$ cat config.mk
export PLATFORM = sky130hd
export DESIGN_NAME = instr_fetch_unit
export DESIGN_NICKNAME = d
export VERILOG_FILES = /design/src/rtl/cpu_pkg.sv /design/src/rtl/prog_mem.sv /design/src/rtl/instr_fetch_unit.sv
export SDC_FILE = /design/constraint.sdc
export NUM_CORES = 1
export LEC_CHECK = 0
export BUFFER_PORTS_ARGS = -buffer_cell sky130_fd_sc_hd__buf_2
export CAP_MARGIN = 20
export CORE_UTILIZATION = 40
export CTS_CLUSTER_DIAMETER = 150
export DETAILED_ROUTE_END_ITERATION = 16
export SYNTH_ARGS = -nofsm -noshare
export SYNTH_HDL_FRONTEND = slang
export SYNTH_SLANG_ARGS = --single-unit
$ cat constraint.sdc
create_clock -name clk -period 5.1 [get_ports clk]
set_input_delay 1.02 -clock clk [delete_from_list [all_inputs] [get_ports clk]]
set_output_delay 1.02 -clock clk [all_outputs]
set_load 0.05 [all_outputs]
$ cat src/rtl/cpu_pkg.sv
// Shared constants and types for the core_cpu front end:
// instruction word layout, reserved words and the fetch sequencer states.
package cpu_pkg;

    localparam int OPCODE_W  = 4;
    localparam int OPERAND_W = 16;
    localparam int INSTR_W   = OPCODE_W + OPERAND_W;

    localparam logic [OPCODE_W-1:0] HALT_OP  = 4'hF;
    localparam logic [INSTR_W-1:0]  NOP_WORD = 20'h00000;

    typedef enum logic [1:0] {
        IDLE  = 2'd0,
        ISSUE = 2'd1,
        GAP   = 2'd2
    } fetch_state_e;

endpackage

$ cat src/rtl/prog_mem.sv
// Program store: register array, synchronous write, asynchronous read,
// cleared by reset so a reset always leaves an all-NOP program behind.
module prog_mem
    import cpu_pkg::*;
#(
    parameter int DEPTH = 16,
    parameter int AW    = 4
) (
    input  logic               clk,
    input  logic               rst_n,
    input  logic               we_i,
    input  logic [AW-1:0]      waddr_i,
    input  logic [INSTR_W-1:0] wdata_i,
    input  logic [AW-1:0]      raddr_i,
    output logic [INSTR_W-1:0] rdata_o
);

    logic [INSTR_W-1:0] mem_q [DEPTH];

    always_ff @(posedge clk or negedge rst_n) begin
        if (!rst_n) begin
            for (int i = 0; i < DEPTH; i++) begin
                mem_q[i] <= '0;
            end
        end else if (we_i) begin
            mem_q[waddr_i] <= wdata_i;
        end
    end

    assign rdata_o = mem_q[raddr_i];

endmodule

$ cat src/rtl/instr_fetch_unit.sv
// Issue sequencer for core_cpu: plays the stored program one word at a time,
// padding each word with NOP cycles, and stops at length, HALT or abort.
module instr_fetch_unit
    import cpu_pkg::*;
#(
    parameter int                   DEPTH     = 16,
    parameter int                   AW        = 4,
    parameter int                   ISSUE_GAP = 2,
    parameter logic [INSTR_W-1:0]   NOP_WORD  = cpu_pkg::NOP_WORD,
    parameter logic [OPCODE_W-1:0]  HALT_OP   = cpu_pkg::HALT_OP
) (
    input  logic               clk,
    input  logic               rst_n,
    input  logic               wr_en,
    input  logic [AW-1:0]      wr_addr,
    input  logic [INSTR_W-1:0] wr_data,
    input  logic               start,
    input  logic               stop,
    input  logic [AW:0]        prog_len,
    output logic [INSTR_W-1:0] instr_out,
    output logic               instr_valid,
    output logic [AW-1:0]      pc,
    output logic               busy,
    output logic               done,
    output logic               wr_err
);

    localparam int             GW       = (ISSUE_GAP > 1) ? $clog2(ISSUE_GAP) : 1;
    localparam logic [GW-1:0]  GAP_INIT = GW'((ISSUE_GAP > 0) ? ISSUE_GAP - 1 : 0);
    localparam logic [AW:0]    DEPTH_L  = (AW+1)'(DEPTH);
    localparam logic [AW:0]    LEN_ONE  = (AW+1)'(1);

    fetch_state_e       state_q, state_d;
    logic [AW-1:0]      pc_q, pc_d;
    logic [AW:0]        len_q, len_d;
    logic [GW-1:0]      gap_q, gap_d;
    logic               last_q, last_d;
    logic               finish_q, finish_d;

    logic [INSTR_W-1:0] instr_q, instr_d;
    logic               valid_q, valid_d;
    logic               busy_q, busy_d;
    logic               done_q, done_d;
    logic               wr_err_q, wr_err_d;
    logic [AW-1:0]      pc_out_q;

    logic               mem_we;
    logic [INSTR_W-1:0] rd_word;
    logic               start_ok;
    logic               halt_w;
    logic               is_last;
    logic [AW:0]        len_sel;

    prog_mem #(
        .DEPTH (DEPTH),
        .AW    (AW)
    ) u_prog_mem (
        .clk     (clk),
        .rst_n   (rst_n),
        .we_i    (mem_we),
        .waddr_i (wr_addr),
        .wdata_i (wr_data),
        .raddr_i (pc_q),
        .rdata_o (rd_word)
    );

    // stop outranks start, and a start is only honoured from IDLE
    assign start_ok = start && !stop && (state_q == IDLE);
    assign len_sel  = (prog_len > DEPTH_L) ? DEPTH_L : prog_len;
    assign halt_w   = (rd_word[INSTR_W-1 -: OPCODE_W] == HALT_OP);
    assign is_last  = ({1'b0, pc_q} == (len_q - LEN_ONE));

    always_comb begin
        state_d  = state_q;
        pc_d     = pc_q;
        len_d    = len_q;
        gap_d    = gap_q;
        last_d   = last_q;
        finish_d = 1'b0;
        mem_we   = 1'b0;
        instr_d  = NOP_WORD;
        valid_d  = 1'b0;
        busy_d   = 1'b0;
        done_d   = finish_q;
        wr_err_d = 1'b0;

        unique case (state_q)
            IDLE: begin
                if (start_ok) begin
                    len_d  = len_sel;
                    pc_d   = '0;
                    last_d = 1'b0;
                    if (len_sel == '0) begin
                        done_d = 1'b1;
                    end else begin
                        state_d = ISSUE;
                    end
                end
                if (wr_en) begin
                    if (start_ok) begin
                        wr_err_d = 1'b1;
                    end else begin
                        mem_we = 1'b1;
                    end
                end
            end
            ISSUE: begin
                wr_err_d = wr_en;
                if (stop) begin
                    state_d = IDLE;
                end else if (halt_w) begin
                    done_d  = 1'b1;
                    state_d = IDLE;
                end else begin
                    instr_d = rd_word;
                    valid_d = 1'b1;
                    busy_d  = 1'b1;
                    last_d  = is_last;
                    if (ISSUE_GAP == 0) begin
                        if (is_last) begin
                            state_d  = IDLE;
                            finish_d = 1'b1;
                        end else begin
                            pc_d = pc_q + AW'(1);
                        end
                    end else begin
                        state_d = GAP;
                        gap_d   = GAP_INIT;
                    end
                end
            end
            GAP: begin
                wr_err_d = wr_en;
                if (stop) begin
                    state_d = IDLE;
                end else begin
                    busy_d = 1'b1;
                    if (gap_q == '0) begin
                        // done is deferred one cycle so it lands after the last NOP
                        if (last_q) begin
                            state_d  = IDLE;
                            finish_d = 1'b1;
                        end else begin
                            pc_d    = pc_q + AW'(1);
                            state_d = ISSUE;
                        end
                    end else begin
                        gap_d = gap_q - GW'(1);
                    end
                end
            end
            default: state_d = IDLE;
        endcase
    end

    always_ff @(posedge clk or negedge rst_n) begin
        if (!rst_n) begin
            state_q  <= IDLE;
            pc_q     <= '0;
            len_q    <= '0;
            gap_q    <= '0;
            last_q   <= 1'b0;
            finish_q <= 1'b0;
            instr_q  <= NOP_WORD;
            valid_q  <= 1'b0;
            busy_q   <= 1'b0;
            done_q   <= 1'b0;
            wr_err_q <= 1'b0;
            pc_out_q <= '0;
        end else begin
            state_q  <= state_d;
            pc_q     <= pc_d;
            len_q    <= len_d;
            gap_q    <= gap_d;
            last_q   <= last_d;
            finish_q <= finish_d;
            instr_q  <= instr_d;
            valid_q  <= valid_d;
            busy_q   <= busy_d;
            done_q   <= done_d;
            wr_err_q <= wr_err_d;
            pc_out_q <= pc_q;
        end
    end

    assign instr_out   = instr_q;
    assign instr_valid = valid_q;
    assign pc          = pc_out_q;
    assign busy        = busy_q;
    assign done        = done_q;
    assign wr_err      = wr_err_q;

endmodule

==> run_results.csv <==
group,metric,value,unit
outcome,outcome,"finished clean",
routing,num_vias,9032,
die,core,39700,um^2
clock_tree,cts_buffer_depth,3,
layout,area_growth,13.7,%
clock_tree,cts_tree,"built",
routing,avgRoutedWirePerCell,23.7,um
clock_tree,post_cts_resized,0,
placement,gp_congestion,0.753,
logic_synthesis,synth_nets,1065,
die,row_count,73,
critical_path,cp.buffers_inverters,1,
critical_path,slowest_stage,"dfrtp_4",
layout,fin_cells,1630,
job,cap_violations,0,
routing,ant_nets,0,
layout,fillers,3479,
routing,drc,0,
critical_path,worstSetupEndpointType,"flop",
logic_synthesis,ys_top_cells_by_count,"362 x dfrtp_1, 321 x mux2_2, 88 x mux4_2, 56 x clkbuf_1, 27 x nand2_1",
grt,grt_pass1_vias,9598,
logic_synthesis,yosys.area.top_type,"dfrtp_1",
placement,dp_cells,1554,
critical_path,cp_max_fo,42,
timing,final.setup_skew,0.0175,ns
die,fp.dieW,203,um
layout,multi_input_area,6730,um^2
timing,setup_violations,0,
timing,min_period,3.91,ns
logic_synthesis,synth.most_common_cell,"dfrtp_1",
die,io_pins,62,
logic_synthesis,postSynthCellCount,1025,
layout,regArea,9070,um^2
routing,dr.pass1.iters,5,
timing,slew_viol_final,0,
clock_tree,clockRootBuffer,"clkbuf_16",
routing,wirelength,38.7,mm
critical_path,path_delay_family,"compound AO/OA/AOI/OAI gates",
timing,tns,0,ns
logic_synthesis,yosysSeqAreaShare,56.1,%
critical_path,required,5.46,ns
clock_tree,cts-hold-fix-buffers,0,
min_path,min_from,"finish_q",
logic_synthesis,ys_ff_latch,362,
logic_synthesis,yosys-top-cells-area,"dfrtp_1 56%, mux2_2 22%, mux4_2 12%",
die,die_area,41200,um^2
min_path,worstHoldPathType,"flop to flop",
logic_synthesis,yosys_warnings,0,
grt,grt_usage,19.5,%
routing,met1_length,17.9,mm
clock_tree,post_cts_buffers,0,
critical_path,cp.arrival,4.27,ns
die,die_y,203,um
grt,grt_pass1_wl,60.7,mm
critical_path,worstSetupPathType,"flop to flop",
timing,hold_viol_final,0,
power_and_ir_drop,power-per-cell-area,565,nW/um^2
layout,drive_above_1_share,51.9,%
critical_path,worstPathCellList,"buf_4 -> mux2i_1 -> a221oi_1 -> a22oi_1 -> nand2_1 -> a21o_1 -> nor2b_1",
power_and_ir_drop,p_leak,8.27,nW
critical_path,r2r_start,"pc_q[0]",
logic_synthesis,synth_cell_types,40,
timing,worst_slew_pin_slew,1.06,ns
placement,placement.io_buffers,61,
critical_path,crit_start,"pc_q[0]",
critical_path,critPathMaxStageDelay,0.99,ns
logic_synthesis,synth_top_cell_area_share,56.1,%
routing,dr_wl_met3,1.61,mm
grt,grt_start_max_net_pins,121,
placement,dpl.hpwl,23.9,mm
timing,slew_headroom,29.1,%
die,start_util,40.6,%
logic_synthesis,synth_edf_count,0,
critical_path,start_kind,"flop",
routing,met2WireLength,18.5,mm
logic_synthesis,async_reset_ff_share,100,%
logic_synthesis,ys.flop_type,"dfrtp_1",
layout,fin_nets,1111,
clock_tree,insertion_delay,0.54,ns
routing,drt_iter0_markers,587,
grt,antenna_found_initial,4,
clock_tree,numCtsBuffers,40,
timing,hold_ws,0.484,ns
clock_tree,path_clk_slew,0.06,ns
routing,topRoutingLayerUsed,"met5",
timing,rsz0062_at_grt,"false",
timing,fmaxAchievable,256,MHz
clock_tree,cts_max_level,2,
clock_tree,cts_sinks,362,
grt,grt.overflow.total,0,
logic_synthesis,syn_avg_cell_area,15.8,um^2
timing,fin_crit_sh,76.6,%
power_and_ir_drop,ir_drop,0.000223,V
logic_synthesis,syn-cell-area,16100,um^2
routing,routed_via_density,5.54,
==> path summary, 6_finish.rpt <==
check | end | slack, ns | cells past startpoint
setup / recovery | instr_out[12] | 1.19 | 7
max in group asynchronous | u_prog_mem.mem_q[122] | 3.38 | 2
setup reg to reg | instr_out[12] | 1.19 | 7
hold / removal | done | 0.48 | 2
min in group asynchronous | instr_out[12] | 0.55 | 1
hold reg to reg | done | 0.48 | 2
==> layout make-up <==
| cell class | count | share of cell area, % |
|---|---|---|
| tap | 525 | 3.58 |
| antenna | 3 | 0.0409 |
| inverter | 9 | 0.184 |
| clock inverter | 13 | 0.818 |
| multi-input combinational | 573 | 36.7 |
| timing repair buffer | 85 | 2.84 |
| sequential | 362 | 49.4 |
| clock buffer | 60 | 6.47 |
==> sequential cells by signal, summed over array words and instances, names as in the netlist <==
| name | count |
|---|---|
| busy | 1 |
| done | 1 |
| finish_q | 1 |
| gap_q | 1 |
| instr_out | 20 |
| instr_valid | 1 |
| last_q | 1 |
| len_q | 5 |
| pc | 4 |
| pc_q | 4 |
| state_q | 2 |
| u_prog_mem.mem_q | 320 |
| wr_err | 1 |
==> where the power goes <==
group,internal (mW),switching [mW]
clock network,1.76,1.17
registers,4.02,0.654
logic,1.67,1.10
total,7.45,2.92
==> layer usage <==
layer / up-vias / track usage [%]
li1: 3890 / -
met1: 4944 / 27.8
met2: 145 / 31.2
met3: 49 / 3.40
met4: 4 / 4.65
met5: - / 0
==> stage by stage <==
step / utilization (%) / area (um^2) / worst slack (ns) / power [mW]
after floorplan: - / 16100 / 2.51 / 6.75
after global placement: 42.8 / 17000 / 1.22 / 7.41
after detailed placement: 42.8 / 17000 / 1.17 / 7.51
after CTS: 46.2 / 18300 / 1.15 / 10.5
after global routing: 46.2 / 18300 / 0.879 / 10.9
final: 46.2 / 18400 / 1.19 / 10.4
==> worst reg2reg max path: cells and delay by family, from the launching register on <==
kind            cells  cell delay (ns)
buf+inv             1             0.72
compound gates      3             1.40
mux                 1             0.24
flops               1             0.99
simple gates        2             0.37
==> cell usage in the layout, fill, tap and decap left out, drive strengths merged, types with 5 or more instances in the layout <==
cell type	synthesis	layout
clkbuf	56	60
a21oi	5	5
o21ai	14	14
a22oi	5	5
nor3	5	5
inv	9	11
mux4	88	88
nand2b	8	8
a221oi	9	9
nand3	5	5
nor2b	24	24
ha	6	6
dfrtp	362	362
nor3b	5	5
nand2	27	27
nor2	7	7
clkinv	0	7
mux2i	18	18
mux2	321	321
buf	25	85
==> kinds of logic after synthesis <==
logic type                 after synthesis  synth area share [%]
muxes                                  427                  35.8
DFF                                    362                  56.1
buffers and inverters                   90                  2.33
and+or+nand+nor                         88                  2.87
AOI/OAI and AO/OA                       47                  2.17
adders and majority gates                6                 0.465
xor gates and xnor gates                 5                 0.271
No activity file was read; power rests on OpenSTA's default activity.
